$ cat config.mk
export PLATFORM = sky130hd
export DESIGN_NAME = uart_tx_sched
export DESIGN_NICKNAME = d
export VERILOG_FILES = /design/src/rtl/uart_tx_sched.sv
export SDC_FILE = /design/constraint.sdc
export NUM_CORES = 1
export LEC_CHECK = 0
export ABC_AREA = 1
export CAP_MARGIN = 20
export CORE_MARGIN = 4
export CORE_UTILIZATION = 49
export DETAILED_ROUTE_END_ITERATION = 7
export PLACE_DENSITY = 0.75
export SYNTH_ARGS = -nofsm -noshare
export SYNTH_HDL_FRONTEND = slang
export SYNTH_SLANG_ARGS = --single-unit
$ cat constraint.sdc
create_clock -name sys_clk -period 2.29 [get_ports sys_clk]
set_clock_uncertainty 0.15 [all_clocks]
set_input_delay 0.687 -clock sys_clk [delete_from_list [all_inputs] [get_ports sys_clk]]
set_output_delay 0.687 -clock sys_clk [all_outputs]
set_load 0.01 [all_outputs]
$ cat src/rtl/uart_tx_sched.sv
// Round-robin transmit scheduler feeding uart_tx from the RX echo path and the keypad.
// Optional build macro TX_SCHED_CRLF_EN: each key byte is followed by CR/LF.
module uart_tx_sched #(
  parameter int CLK_FREQ  = 50_000_000,
  parameter int BAUD_RATE = 115200
) (
  input  logic       sys_clk,
  input  logic       sys_rst_n,
  input  logic       rx_done,
  input  logic [7:0] rx_data,
  input  logic       key_en,
  input  logic [3:0] key_value,
  output logic       tx_start,
  output logic [7:0] tx_data,
  output logic       busy,
  output logic [7:0] drop_cnt
);
  localparam int FRAME_CYCLES = (CLK_FREQ / BAUD_RATE) * 11;
  localparam int CW           = $clog2(FRAME_CYCLES + 1);

  typedef enum logic [1:0] {S_IDLE, S_START, S_WAIT} state_t;

  state_t        r_state;
  logic [CW-1:0] r_cnt;
  logic          r_rx_pend, r_key_pend, r_last_key;
  logic [7:0]    r_rx_byte, r_key_byte;
`ifdef TX_SCHED_CRLF_EN
  logic [1:0]    r_seq;
`endif

  logic       w_idle, w_gnt_rx, w_gnt_key, w_drop_rx, w_drop_key;
  logic [7:0] w_key_ascii;
  logic [8:0] w_drop_sum;

  assign w_key_ascii = (key_value < 4'd10) ? (8'h30 + {4'h0, key_value})
                                           : (8'h37 + {4'h0, key_value});
  assign w_idle      = (r_state == S_IDLE);
  // Tie goes to whichever source was not served last.
  assign w_gnt_rx    = w_idle & r_rx_pend & (~r_key_pend | r_last_key);
  assign w_gnt_key   = w_idle & r_key_pend & ~w_gnt_rx;
  assign w_drop_rx   = rx_done & r_rx_pend & ~w_gnt_rx;
  assign w_drop_key  = key_en & r_key_pend & ~w_gnt_key;
  assign w_drop_sum  = {1'b0, drop_cnt} + {8'd0, w_drop_rx} + {8'd0, w_drop_key};

  // A slot being granted this cycle hands over its old byte and may take a new one.
  always_ff @(posedge sys_clk) begin
    if (!sys_rst_n) begin
      r_rx_pend  <= 1'b0;
      r_key_pend <= 1'b0;
      r_rx_byte  <= 8'h00;
      r_key_byte <= 8'h00;
      drop_cnt   <= 8'h00;
    end else begin
      if (rx_done && (!r_rx_pend || w_gnt_rx)) begin
        r_rx_pend <= 1'b1;
        r_rx_byte <= rx_data;
      end else if (w_gnt_rx) begin
        r_rx_pend <= 1'b0;
      end
      if (key_en && (!r_key_pend || w_gnt_key)) begin
        r_key_pend <= 1'b1;
        r_key_byte <= w_key_ascii;
      end else if (w_gnt_key) begin
        r_key_pend <= 1'b0;
      end
      drop_cnt <= w_drop_sum[8] ? 8'hFF : w_drop_sum[7:0];
    end
  end

  always_ff @(posedge sys_clk) begin
    if (!sys_rst_n) begin
      r_state    <= S_IDLE;
      tx_start   <= 1'b0;
      tx_data    <= 8'h00;
      busy       <= 1'b0;
      r_cnt      <= '0;
      r_last_key <= 1'b1;
`ifdef TX_SCHED_CRLF_EN
      r_seq      <= 2'd0;
`endif
    end else begin
      case (r_state)
        S_IDLE: begin
          if (w_gnt_rx || w_gnt_key) begin
            r_state    <= S_START;
            tx_start   <= 1'b1;
            busy       <= 1'b1;
            tx_data    <= w_gnt_rx ? r_rx_byte : r_key_byte;
            r_last_key <= w_gnt_key;
`ifdef TX_SCHED_CRLF_EN
            r_seq      <= w_gnt_key ? 2'd2 : 2'd0;
`endif
          end
        end
        S_START: begin
          tx_start <= 1'b0;
          r_cnt    <= CW'(FRAME_CYCLES - 1);
          r_state  <= S_WAIT;
        end
        S_WAIT: begin
          if (r_cnt == '0) begin
`ifdef TX_SCHED_CRLF_EN
            if (r_seq != 2'd0) begin
              r_state  <= S_START;
              tx_start <= 1'b1;
              tx_data  <= (r_seq == 2'd2) ? 8'h0D : 8'h0A;
              r_seq    <= r_seq - 2'd1;
            end else begin
              r_state <= S_IDLE;
              busy    <= 1'b0;
            end
`else
            r_state <= S_IDLE;
            busy    <= 1'b0;
`endif
          end else begin
            r_cnt <= r_cnt - 1'b1;
          end
        end
        default: r_state <= S_IDLE;
      endcase
    end
  end
endmodule

==> metrics.cfg <==
[pwr]
power.leakage_nw=1.354
power_mw=2.398
seq_power_share_pct=43.1
power_density_nw_per_um2=768.5
power.internal_mw=1.601
swShare_pct=33.23
pwr-share-comb_pct=29.1
power.share.clock_pct=27.8
peakVddDrop_mv=0.4757
netSwitchingPower_mw=0.7970

[clock_tree]
clk_pin_slew_worst_paths_ns=0.10
postCtsHoldBufs=0
cts-root-buf=clkbuf_8
cts.sinks=51
h-tree-depth=2
clockBufferDepth=2
clk-insertion-delay-late_ns=0.31
cts_tree=built
cts_buffers=5

[synth]
synth_area_um2=2495
yosysWarnings=0
synth_top_area_share_pct=40.92
synth_fp_nets=349
synth_simple_gate_area_share_pct=28.08
synthMuxAreaShare_pct=0
ys_ff_latch=51
synth_top_family_by_area=simple AND/OR/NAND/NOR gates
yosys-top-cells-area=dfxtp_1 (41%), nand2_1 (8.1%), a21oi_1 (6.6%)
yosysSeqAreaShare_pct=40.92
synth_area_per_cell_um2=7.560
synth_compound_area_share_pct=17.90
yosys.area.top_type=dfxtp_1
synth_cell_types=37
synth_xor_area_share_pct=1.053
syn-instance-count=330
synthAdderAreaFrac_pct=1.805

[detailed_routing]
drtIter0Drc=151
detail_route.drc_violations=0
first_pass_iters=4
vias=2228
via_per_inst=5.029
antenna_left=0
wl_per_cell_um=12.49
wirelength_um=5533

[placed_design]
io_buffer_count=33
dp_hpwl_um=3844
gp_congestion=0.8792

[sta]
max_freq_ghz=0.4642
slew-limit-headroom_pct=73.51
fin_crit_sh_pct=94.08
final_hold_viol_count=0
tightestPinTransition_ns=0.3946
period_minus_slack_ns=2.154
setup_viol=0
finalMaxSlewViolations=0
rsz0062_at_grt=no

[setup_path]
cp.arrival_ns=2.26
path_max_fanout=6
cp_top_family=simple AND/OR/NAND/NOR gates
path_cells=nand2_1 -> nand2_2 -> nand2_4 -> nand2_2 -> nor2_4 -> fa_2 -> nand4_1 -> nor3b_2 -> nand3_2 -> o21ai_1 -> nand2_1 -> inv_1
r2r_end=drop_cnt[5]$_SDFF_PN0_
r2r_start=r_key_pend$_SDFFE_PN0P_
cp_data_required_time_ns=2.40
slowest_stage=dfxtp_4
cpPeakStageDelay_ns=0.38
worst_setup_path_start_kind=flip-flop
crit_type=flip-flop to flip-flop
path_depth=12
reg2reg_slack_ns=0.14
startpoint=r_key_pend$_SDFFE_PN0P_
critPathBufInv=1
reg2regPathDepth=12
worstSetupEndpointType=flip-flop
worstSetupEndpoint=drop_cnt[5]$_SDFF_PN0_

[die]
die_y_um=79.36
core-area_um2=4817
fp.dieArea_um2=6297
fp-row-count=25
pin_count=34
start_util_pct=51.79
die_x_um=79.36

[layout]
final_common_cell=nand2_1
drive_gt1_share_pct=19.95
n_antenna_cell=0
mostFrequentLayoutCells=nand2_1 (54), dfxtp_1 (49), inv_1 (43)
area_growth_pct=25.08
utilization_pct=64.78
nets=394

[flow_run]
maxCapViolCount=0

[global_routing]
grt_pass1_vias=2123
grt_pass1_wl_um=9508
grtUsageTotal_pct=19.10
antenna_found_initial=0
grt_max_degree=22
overflow=0

[min_path]
min_path_type=flip-flop to flip-flop

[run_status]
status=finished, final reports clean

==> routing by layer <==
layer | vias to the layer above | wire length, um | GRT usage, %
li1 | 1156 | - | -
met1 | 1031 | 2462 | 22.88
met2 | 37 | 2842 | 34.43
met3 | 4 | 188 | 4.989
met4 | 0 | 40 | 3.608
met5 | - | 0 | 0
==> what timing repair did <==
action / CTS / global route
gates resized for setup: 5 / 11
pin swaps: 4 / 4
setup endpoints to repair: 8 / 8
setup buffers: 0 / 2
hold endpoints to repair: 0 / 0
cloned: 0 / 0
==> synth_stat cells <==
library cell and count:
a21boi_1 1, a21oi_1 33, a21oi_2 3, a31o_2 1, and3_1 1, buf_2 3, buf_6 3, clkbuf_1 3
dfxtp_1 51, fa_1 1, ha_1 2, inv_1 44, inv_2 8, nand2_1 54, nand2_2 15, nand2_4 4
nand3_1 25, nand3_4 1, nand4_1 3, nor2_1 26, nor2_2 2, nor2_4 1, nor2_8 2, nor3_1 1
nor3b_2 1, o211ai_1 2, o211ai_2 4, o21ai_0 19, o21ai_1 6, o21ai_2 1, o21bai_1 1, o221ai_1 2
o221ai_2 1, or2_1 1, or2_2 1, xnor2_1 1, xor2_1 2
==> metrics by stage <==
stage               TNS (ns)  worst slack, ns  instance area (um2)  hold WS, ns  instances
finish                     0           0.1356                 3120       0.3107        443
global route               0          0.01295                 3120       0.3374        443
CTS                        0          0.03254                 3083       0.3077        441
detailed placement    -3.702          -0.5257                 2952       0.2930        433
global placement      -3.435          -0.4963                 2952       0.2899        433
floorplan                  0          0.08135                 2495       0.2765        330
==> worst min-delay path, cell delays in order, from the launching register on <==
cell and delay (ns):
dfxtp_1 0.31, inv_1 0.06, a21oi_1 0.05
==> flip-flops by register name, summed over array words and instances (netlist names) <==
register	flops
r_rx_byte	8
tx_data	8
r_last_key	1
drop_cnt	8
busy	1
r_cnt	13
r_rx_pend	1
tx_start	1
r_state	2
r_key_byte	7
r_key_pend	1
==> power by group through the flow <==
stage                     Clock, mW  Combinational [mW]  Sequential, mW
after floorplan                   0               0.493            1.05
after global placement            0               0.663            1.05
after detailed placement          0               0.680            1.05
after CTS                     0.679               0.688            1.03
after global routing          0.717               0.784            1.04
final                         0.667               0.698            1.03
==> kinds of logic after synthesis <==
group / Yosys count
xor+xnor: 3
simple gates: 138
fa+ha+maj: 3
buf+inv: 61
flops: 51
compound gates: 74
==> final cells by class <==
| class | count | area (um2) |
|---|---|---|
| Tap cell | 67 | 83.83 |
| Multi-Input combinational cell | 218 | 1240 |
| Sequential cell | 51 | 1028 |
| Clock buffer | 6 | 82.58 |
| Inverter | 52 | 197.7 |
| Clock inverter | 2 | 38.79 |
| Fill cell | 470 | 1697 |
| Timing Repair Buffer | 47 | 449.2 |
==> worst min-delay path by stage <==
stage | startpoint | endpoint | cells past startpoint
floorplan | r_key_byte[6]$_SDFFE_PN0P_ | r_key_byte[6]$_SDFFE_PN0P_ | 2
global placement | r_key_byte[6]$_SDFFE_PN0P_ | r_key_byte[6]$_SDFFE_PN0P_ | 2
detailed placement | r_key_byte[6]$_SDFFE_PN0P_ | r_key_byte[6]$_SDFFE_PN0P_ | 2
CTS | r_key_byte[6]$_SDFFE_PN0P_ | r_key_byte[6]$_SDFFE_PN0P_ | 2
global route | r_rx_byte[6]$_SDFFE_PN0P_ | r_rx_byte[6]$_SDFFE_PN0P_ | 2
finish | r_rx_byte[0]$_SDFFE_PN0P_ | r_rx_byte[0]$_SDFFE_PN0P_ | 2
Note: power is estimated with default switching activity, not from simulation.
